File: config.mk
export PLATFORM = sky130hd
export DESIGN_NAME = dmem_arbiter
export DESIGN_NICKNAME = d
export VERILOG_FILES = /design/src/rtl/dmem_arbiter.sv
export SDC_FILE = /design/constraint.sdc
export NUM_CORES = 1
export LEC_CHECK = 0
export ABC_AREA = 1
export CAP_MARGIN = 25
export CORE_UTILIZATION = 37
export CTS_CLUSTER_SIZE = 12
export DETAILED_ROUTE_END_ITERATION = 12
export GPL_TIMING_DRIVEN = 0
export PLACE_DENSITY = 0.77
export RECOVER_POWER = 100
export SYNTH_ARGS = -nofsm -noshare
export SYNTH_HDL_FRONTEND = slang
export SYNTH_SLANG_ARGS = --single-unit
File: constraint.sdc
create_clock -name clk -period 1.4 [get_ports clk]
set_input_delay 0.28 -clock clk [delete_from_list [all_inputs] [get_ports clk]]
set_output_delay 0.28 -clock clk [all_outputs]
set_load 0.01 [all_outputs]
File: src/rtl/dmem_arbiter.sv
// dmem_arbiter: round-robin arbiter giving two requesters one outstanding access to a data memory port; define DMEM_ARB_TIMEOUT_EN to abort reads whose m_ready never arrives
`ifndef ADDR_SIZE
`define ADDR_SIZE 31
`endif
`ifndef INSTR_SIZE
`define INSTR_SIZE 31
`endif
module dmem_arbiter #(
  parameter int TIMEOUT_CYCLES = 8
) (
  input  logic                 clk,
  input  logic                 reset,
  input  logic                 req0,
  input  logic                 we0,
  input  logic [1:0]           size0,
  input  logic [`ADDR_SIZE:0]  addr0,
  input  logic [`INSTR_SIZE:0] wdata0,
  output logic                 gnt0,
  output logic                 done0,
  output logic [`INSTR_SIZE:0] rdata0,
  output logic                 err0,
  input  logic                 req1,
  input  logic                 we1,
  input  logic [1:0]           size1,
  input  logic [`ADDR_SIZE:0]  addr1,
  input  logic [`INSTR_SIZE:0] wdata1,
  output logic                 gnt1,
  output logic                 done1,
  output logic [`INSTR_SIZE:0] rdata1,
  output logic                 err1,
  output logic [`ADDR_SIZE:0]  m_addr,
  output logic                 m_r_enable,
  output logic                 m_w_enable,
  output logic [1:0]           m_w_size,
  output logic [`INSTR_SIZE:0] m_w_data,
  input  logic [`INSTR_SIZE:0] m_r_data,
  input  logic                 m_ready
);
  typedef enum logic [1:0] {S_IDLE, S_ISSUE, S_WAIT} state_t;
  state_t st, nxt;
  logic last_grant, owner, we_q, done_q, err_q, tmo, fin;
  if (TIMEOUT_CYCLES < 1) begin : g_bad_param
    $error("TIMEOUT_CYCLES must be at least 1");
  end
`ifdef DMEM_ARB_TIMEOUT_EN
  localparam int CW = $clog2(TIMEOUT_CYCLES + 1);
  logic [CW-1:0] cnt;
  assign tmo = st == S_WAIT && !m_ready && cnt == CW'(TIMEOUT_CYCLES - 1);
  // count WAIT cycles, restarting from zero on every entry into WAIT
  always_ff @(posedge clk or negedge reset)
    if (!reset) cnt <= '0;
    else cnt <= st == S_WAIT ? cnt + CW'(1) : '0;
  // error flag travels with the done pulse of an aborted read
  always_ff @(posedge clk or negedge reset)
    if (!reset) err_q <= 1'b0;
    else err_q <= tmo;
`else
  assign tmo = 1'b0;
  assign err_q = 1'b0;
`endif
  // state register
  always_ff @(posedge clk or negedge reset)
    if (!reset) st <= S_IDLE;
    else st <= nxt;
  // next state: grant -> ISSUE; writes finish in ISSUE, reads wait for m_ready (or timeout)
  always_comb begin
    nxt = st == S_IDLE  ? ((gnt0 || gnt1) ? S_ISSUE : S_IDLE) :
          st == S_ISSUE ? (we_q ? S_IDLE : S_WAIT) :
          fin ? S_IDLE : S_WAIT;
  end
  // outputs: grants are combinational in IDLE, a tie goes to the port not granted last
  always_comb begin
    gnt0 = reset && st == S_IDLE && req0 && (!req1 || last_grant);
    gnt1 = reset && st == S_IDLE && req1 && (!req0 || !last_grant);
    m_w_enable = st == S_ISSUE && we_q;
    m_r_enable = st == S_ISSUE && !we_q;
    done0 = done_q && !owner;
    done1 = done_q && owner;
    err0 = err_q && !owner;
    err1 = err_q && owner;
    fin = st == S_WAIT && (m_ready || tmo);
  end
  // latch the winner's payload at grant, pulse done and capture read data at completion
  always_ff @(posedge clk or negedge reset)
    if (!reset) begin
      last_grant <= 1'b1;
      owner <= 1'b0;
      we_q <= 1'b0;
      done_q <= 1'b0;
      m_addr <= '0;
      m_w_size <= '0;
      m_w_data <= '0;
      rdata0 <= '0;
      rdata1 <= '0;
    end else begin
      done_q <= (st == S_ISSUE && we_q) || fin;
      if (gnt0 || gnt1) begin
        last_grant <= gnt1;
        owner <= gnt1;
        we_q <= gnt1 ? we1 : we0;
        m_addr <= gnt1 ? addr1 : addr0;
        m_w_size <= gnt1 ? size1 : size0;
        m_w_data <= gnt1 ? wdata1 : wdata0;
      end
      if (fin && owner) rdata1 <= tmo ? '0 : m_r_data;
      if (fin && !owner) rdata0 <= tmo ? '0 : m_r_data;
    end
endmodule

; Yosys cells after proc, flatten, opt, wreduce, memory -nomap -nowiden
; Index checks and enable logic that the tools add are counted.
[word_totals]
ff_bits = 136
wordCells = 43
[op_classes]
n_eq_ne = 2
n_mux = 9
reduce_logical = 22
[op_table]
columns = operator, count
row1 = $mux W32, 2
row2 = $logic_and A1 B1 Y1, 12
row3 = $mux W2, 5
row4 = $logic_not A1 Y1, 5
row5 = $logic_or A1 B1 Y1, 4
row6 = $eq A2 B1 Y1 const B, 1
row7 = $eq A2 B2 Y1 const B, 1
row8 = $logic_not A2 Y1, 1
row9 = $mux W1, 2

; Depth between registers and ports, before layout
[logic_depth]
word_depth = 7
depth_mapped = 8
mapped_depth_nobuf = 6

; Worst setup path before layout
; OpenSTA, ideal clock, no wires.
[synth_timing]
path_kind = flip-flop to flip-flop
start = register last_grant
end = register m_addr[10]
setup_time_ns = 0.117
arrival_time_ns = 1.251
path_slack_ns = 0.032
path_stages_with_launch = 8
synth_period_minus_slack_ns = 1.368
path_cell_list = dfstp_2 -> nand2_1 -> nand2_2 -> buf_2 -> buf_2 -> o21bai_1 -> nand3_1 -> nand2_1
[synth_via]
elab_chain_len = 4
[synth_lines]
columns = item, line
row1 = from (decl), 41  ; logic last_grant, owner, we_q, done_q, err_q, tmo, fin;
row2 = from (signal assigned), 98  ; last_grant <= gnt1;
row3 = $logic_not A1 Y1, 74  ; gnt1 = reset && st == S_IDLE && req1 && (!req0 || !last_grant);
row4 = $logic_or A1 B1 Y1, 74
row5 = $logic_and A1 B1 Y1, 74
row6 = $mux W32 / $logic_or A1 B1 Y1 (equally long branches), "101, 97"
row7 = to (signal assigned), 101  ; m_addr <= gnt1 ? addr1 : addr0;
row8 = to (decl), 31  ; output logic [`ADDR_SIZE:0] m_addr,
; Parallel ways exist; a longest one is shown, timed or not.
; A chain may end at the register's enable or synchronous reset.

; Worst setup path after layout
[layout_timing]
start = register last_grant
end = output port gnt0
[layout_via]
elab_chain_len = 2
[layout_lines]
columns = item, line
row1 = $logic_or A1 B1 Y1, 73  ; gnt0 = reset && st == S_IDLE && req0 && (!req1 || last_grant);
row2 = $logic_and A1 B1 Y1, 73
row3 = to (decl), 18  ; output logic gnt0,
; Every way passes these cells.

==> results.sh <==
export IMPL_rows=47
export IMPL_grt_overflow_total=0
export IMPL_cpPeakStageDelay_ns=0.54
export IMPL_detail_route_wl_per_cell_um=19.3
export IMPL_timing_final_crit_share=1.31
export IMPL_slew_headroom=0.616
export IMPL_cpMostUsedCell="sky130_fd_sc_hd__buf_6"
export IMPL_core_area_um2=16800
export IMPL_largest_net_degree_at_the_start_of_global_routing=85
export IMPL_finalHoldViolCount=51
export IMPL_power_switching_share=0.392
export IMPL_routedLengthMet1_mm=10.1
export IMPL_global_route_usage_total=0.278
export IMPL_timing_rr_start="st[0]$_DFF_PN0_"
export IMPL_critical_path_top_delay_family="flip-flops"
export IMPL_clock_tree_from_tritoncts="done"
export IMPL_post_route_min_period_ns=1.84
export IMPL_sequential_to_total_area_share_from_yosys_stat=0.529
export IMPL_pin_count=309
export IMPL_via_count=7230
export IMPL_worst_path_max_delay_cell="sky130_fd_sc_hd__dfstp_2"
export IMPL_area_delta_synth_final_pct=98.7
export IMPL_post_route_worst_setup_slack_ns=-0.435
export IMPL_cp_start_kind="flop"
export IMPL_grt_pass1_vias=7146
export IMPL_violations="negative hold slack, negative setup slack"
export IMPL_grt_pass1_wl_mm=38.0
export IMPL_syn_cell_area_um2=6440
export IMPL_drive_gt1_frac=0.344
export IMPL_route_detailed_vias_per_inst=5.10
export IMPL_p_int_w=0.0140
export IMPL_port_buffer_count=306
export IMPL_grt_antenna_before_repair=2
export IMPL_gp_routability_congestion=0.883
export IMPL_synth_ff_type="sky130_fd_sc_hd__dfrtp_1"
export IMPL_worst_ir_drop_vdd_uv=1040
export IMPL_mostFrequentLayoutCells="169 x sky130_fd_sc_hd__clkdlybuf4s50_1, 135 x sky130_fd_sc_hd__dfrtp_1, 104 x sky130_fd_sc_hd__inv_1"
export IMPL_drt_wl_total_mm=27.3
export IMPL_detail_route_antenna_nets=0
export IMPL_power_switching_w=0.00901
export IMPL_report_final_slew_viol_count=0
export IMPL_clock_insertion_delay_worst_skew_ns=0.43
export IMPL_worst_pin_slew_ns=0.576
export IMPL_max_clock_freq_mhz=545
export IMPL_die_x_um=134
export IMPL_arrival_ns=1.56
export IMPL_p_leak_nw=6.25
export IMPL_dp_final_hpwl_mm=16.4
export IMPL_worst_clock_skew_ns=0.0151
export IMPL_critPathCaptureType="primary output"
export IMPL_start_util=0.384
export IMPL_met3_length_mm=1.89
export IMPL_routed_wl_met2_mm=14.4
export IMPL_drc=0
export IMPL_critical_path_required_ns=1.12
export IMPL_root_buffer="sky130_fd_sc_hd__clkbuf_16"
export IMPL_synthArstFlopShare=1.00
export IMPL_cts_buffers=17
export IMPL_cts_buffer_depth=2
export IMPL_rsz0062_at_grt="yes"
export IMPL_p_comb_frac=0.499
export IMPL_finalCoreUtilization=0.763
export IMPL_fin_hold_ws_ns=-0.186
export IMPL_sequentialPowerShare=0.305
export IMPL_hp_class="in -> async"
export IMPL_postSynthRegisterBits=136
export IMPL_worstPathMaxFanout=3
export IMPL_status="finished with violations"
export IMPL_drv_max_cap_violation_count=0
export IMPL_synth_lib_cells_used_distinct=20
export IMPL_final_net_count=1353
export IMPL_final_common_cell="sky130_fd_sc_hd__clkdlybuf4s50_1"
export IMPL_clock_sinks=136
export IMPL_p_per_area_nw_per_um2=1800
export IMPL_synth_cells=785
export IMPL_critical_path_cell_chain="inv_2, nand2_2, nand4_1, buf_6, inv_6, buf_6"
export IMPL_dp_slack_ns=-1.16
export IMPL_clkTransAtPathRegs_ns=0.06
export IMPL_critical_path_buf_inv_count=4
export IMPL_h_tree_depth=4
export IMPL_drt_pass1_iter_count=4
export IMPL_ys_warnings_count=0
export IMPL_finalSetupViolCount=133
export IMPL_avgSynthCellArea_um2=8.20
export IMPL_die_area_um2=17900
export IMPL_critPathKind="reg -> out"
export IMPL_setup_worst_path_start="last_grant$_DFFE_PN1P_"
export IMPL_number_of_enable_flip_flop_cells_after_synthesis=0
export IMPL_highest_signal_layer="met4"
export IMPL_vertical_die_dimension_um=134
export IMPL_clock_power_share=0.195
export IMPL_drt_first_iter_violations=408
[through the flow]
stage	cell area, µm²	TNS, ns	power, W	std cells
after floorplan	6440	0	0.0103	786
after global placement	9780	-1219.66	0.0153	1312
after detailed placement	9810	-72.48	0.0155	1313
after CTS	11800	-24.34	0.0207	1394
after global routing	12800	-30.03	0.0241	1417
final	12800	-20.57	0.0230	1417
[Yosys cell counts (all sizes together) (7+ instances only)]
master	n	area share
buf	33	0.030
clkbuf	23	0.013
dfrtp	135	0.52
inv	107	0.062
nand2	208	0.12
nand3	134	0.10
nor2	7	0.0064
o21ai	66	0.051
o21bai	67	0.078
[path summary, 6_finish.rpt]
kind	slack, ns	to	depth (start not counted)
max	-0.44	gnt0	6
min in group clk	0.43	rdata1[24]$_DFFE_PN0P_	3
max reg2reg	-0.27	m_addr[16]$_DFFE_PN0P_	11
min	-0.19	rdata0[2]$_DFFE_PN0P_	1
min reg2reg	0.48	rdata0[16]$_DFFE_PN0P_	2
max in group asynchronous	0.76	rdata0[23]$_DFFE_PN0P_	2
[state kept, by name, indices dropped and copies added (netlist names)]
register,cells
m_addr,32
m_w_size,2
we_q,1
owner,1
done_q,1
m_w_data,32
rdata1,32
rdata0,32
st,2
last_grant,1
[worst reg2reg max path: stages (launching register included)]
cell	delay [ns]
sky130_fd_sc_hd__dfrtp_1	0.40
sky130_fd_sc_hd__nor2_4	0.13
sky130_fd_sc_hd__buf_6	0.11
sky130_fd_sc_hd__nand2_4	0.06
sky130_fd_sc_hd__nor2_4	0.15
sky130_fd_sc_hd__buf_6	0.16
sky130_fd_sc_hd__buf_8	0.13
sky130_fd_sc_hd__buf_12	0.11
sky130_fd_sc_hd__buf_8	0.13
sky130_fd_sc_hd__nand2_4	0.05
sky130_fd_sc_hd__nand3_2	0.07
sky130_fd_sc_hd__nand2_1	0.05
[final cells by class]
| class | count | area, µm² |
|---|---|---|
| plain buffers | 54 | 611 |
| repair buffers | 378 | 3960 |
| multi-input cells | 488 | 3540 |
| clock buffers | 17 | 425 |
| flip-flops and latches | 136 | 3400 |
| fillers | 1086 | 3970 |
| well taps | 220 | 275 |
| inverters | 107 | 414 |
| diodes | 2 | 5.00 |
| clock inverters | 15 | 155 |
[repair_timing]
action	CTS	global route
gates cloned	12	7
setup buffers	42	22
endpoints found under the setup margin	270	191
pin swaps	96	95
hold endpoints to repair	51	51
gates resized for setup	457	359
[cell families (layout without fill, tap and decap cells)]
| family | count (synthesis) | count (layout) | share of synthesized area |
|---|---|---|---|
| flip-flops | 136 | 136 | 0.529 |
| AND/OR/NAND/NOR | 350 | 351 | 0.234 |
| AO/OA/AOI/OAI | 135 | 135 | 0.132 |
| other | 1 | 4 | 0.000582 |
| buffers and inverters | 163 | 571 | 0.105 |
[power groups by stage]
stage               clock, W  combinational [W]  sequential [W]
floorplan                  0            0.00284         0.00746
global placement           0            0.00859         0.00673
detailed placement         0            0.00878         0.00675
CTS                  0.00449            0.00947         0.00669
global route         0.00472             0.0122         0.00716
finish               0.00448             0.0115         0.00702
[per-layer routing]
metal  global-route usage  vias up
li1                     -     3304
met1                0.318     3552
met2                0.475      318
met3               0.0748       56
met4                0.145        0
met5                    0        -
(Power assumes the default switching activity.)
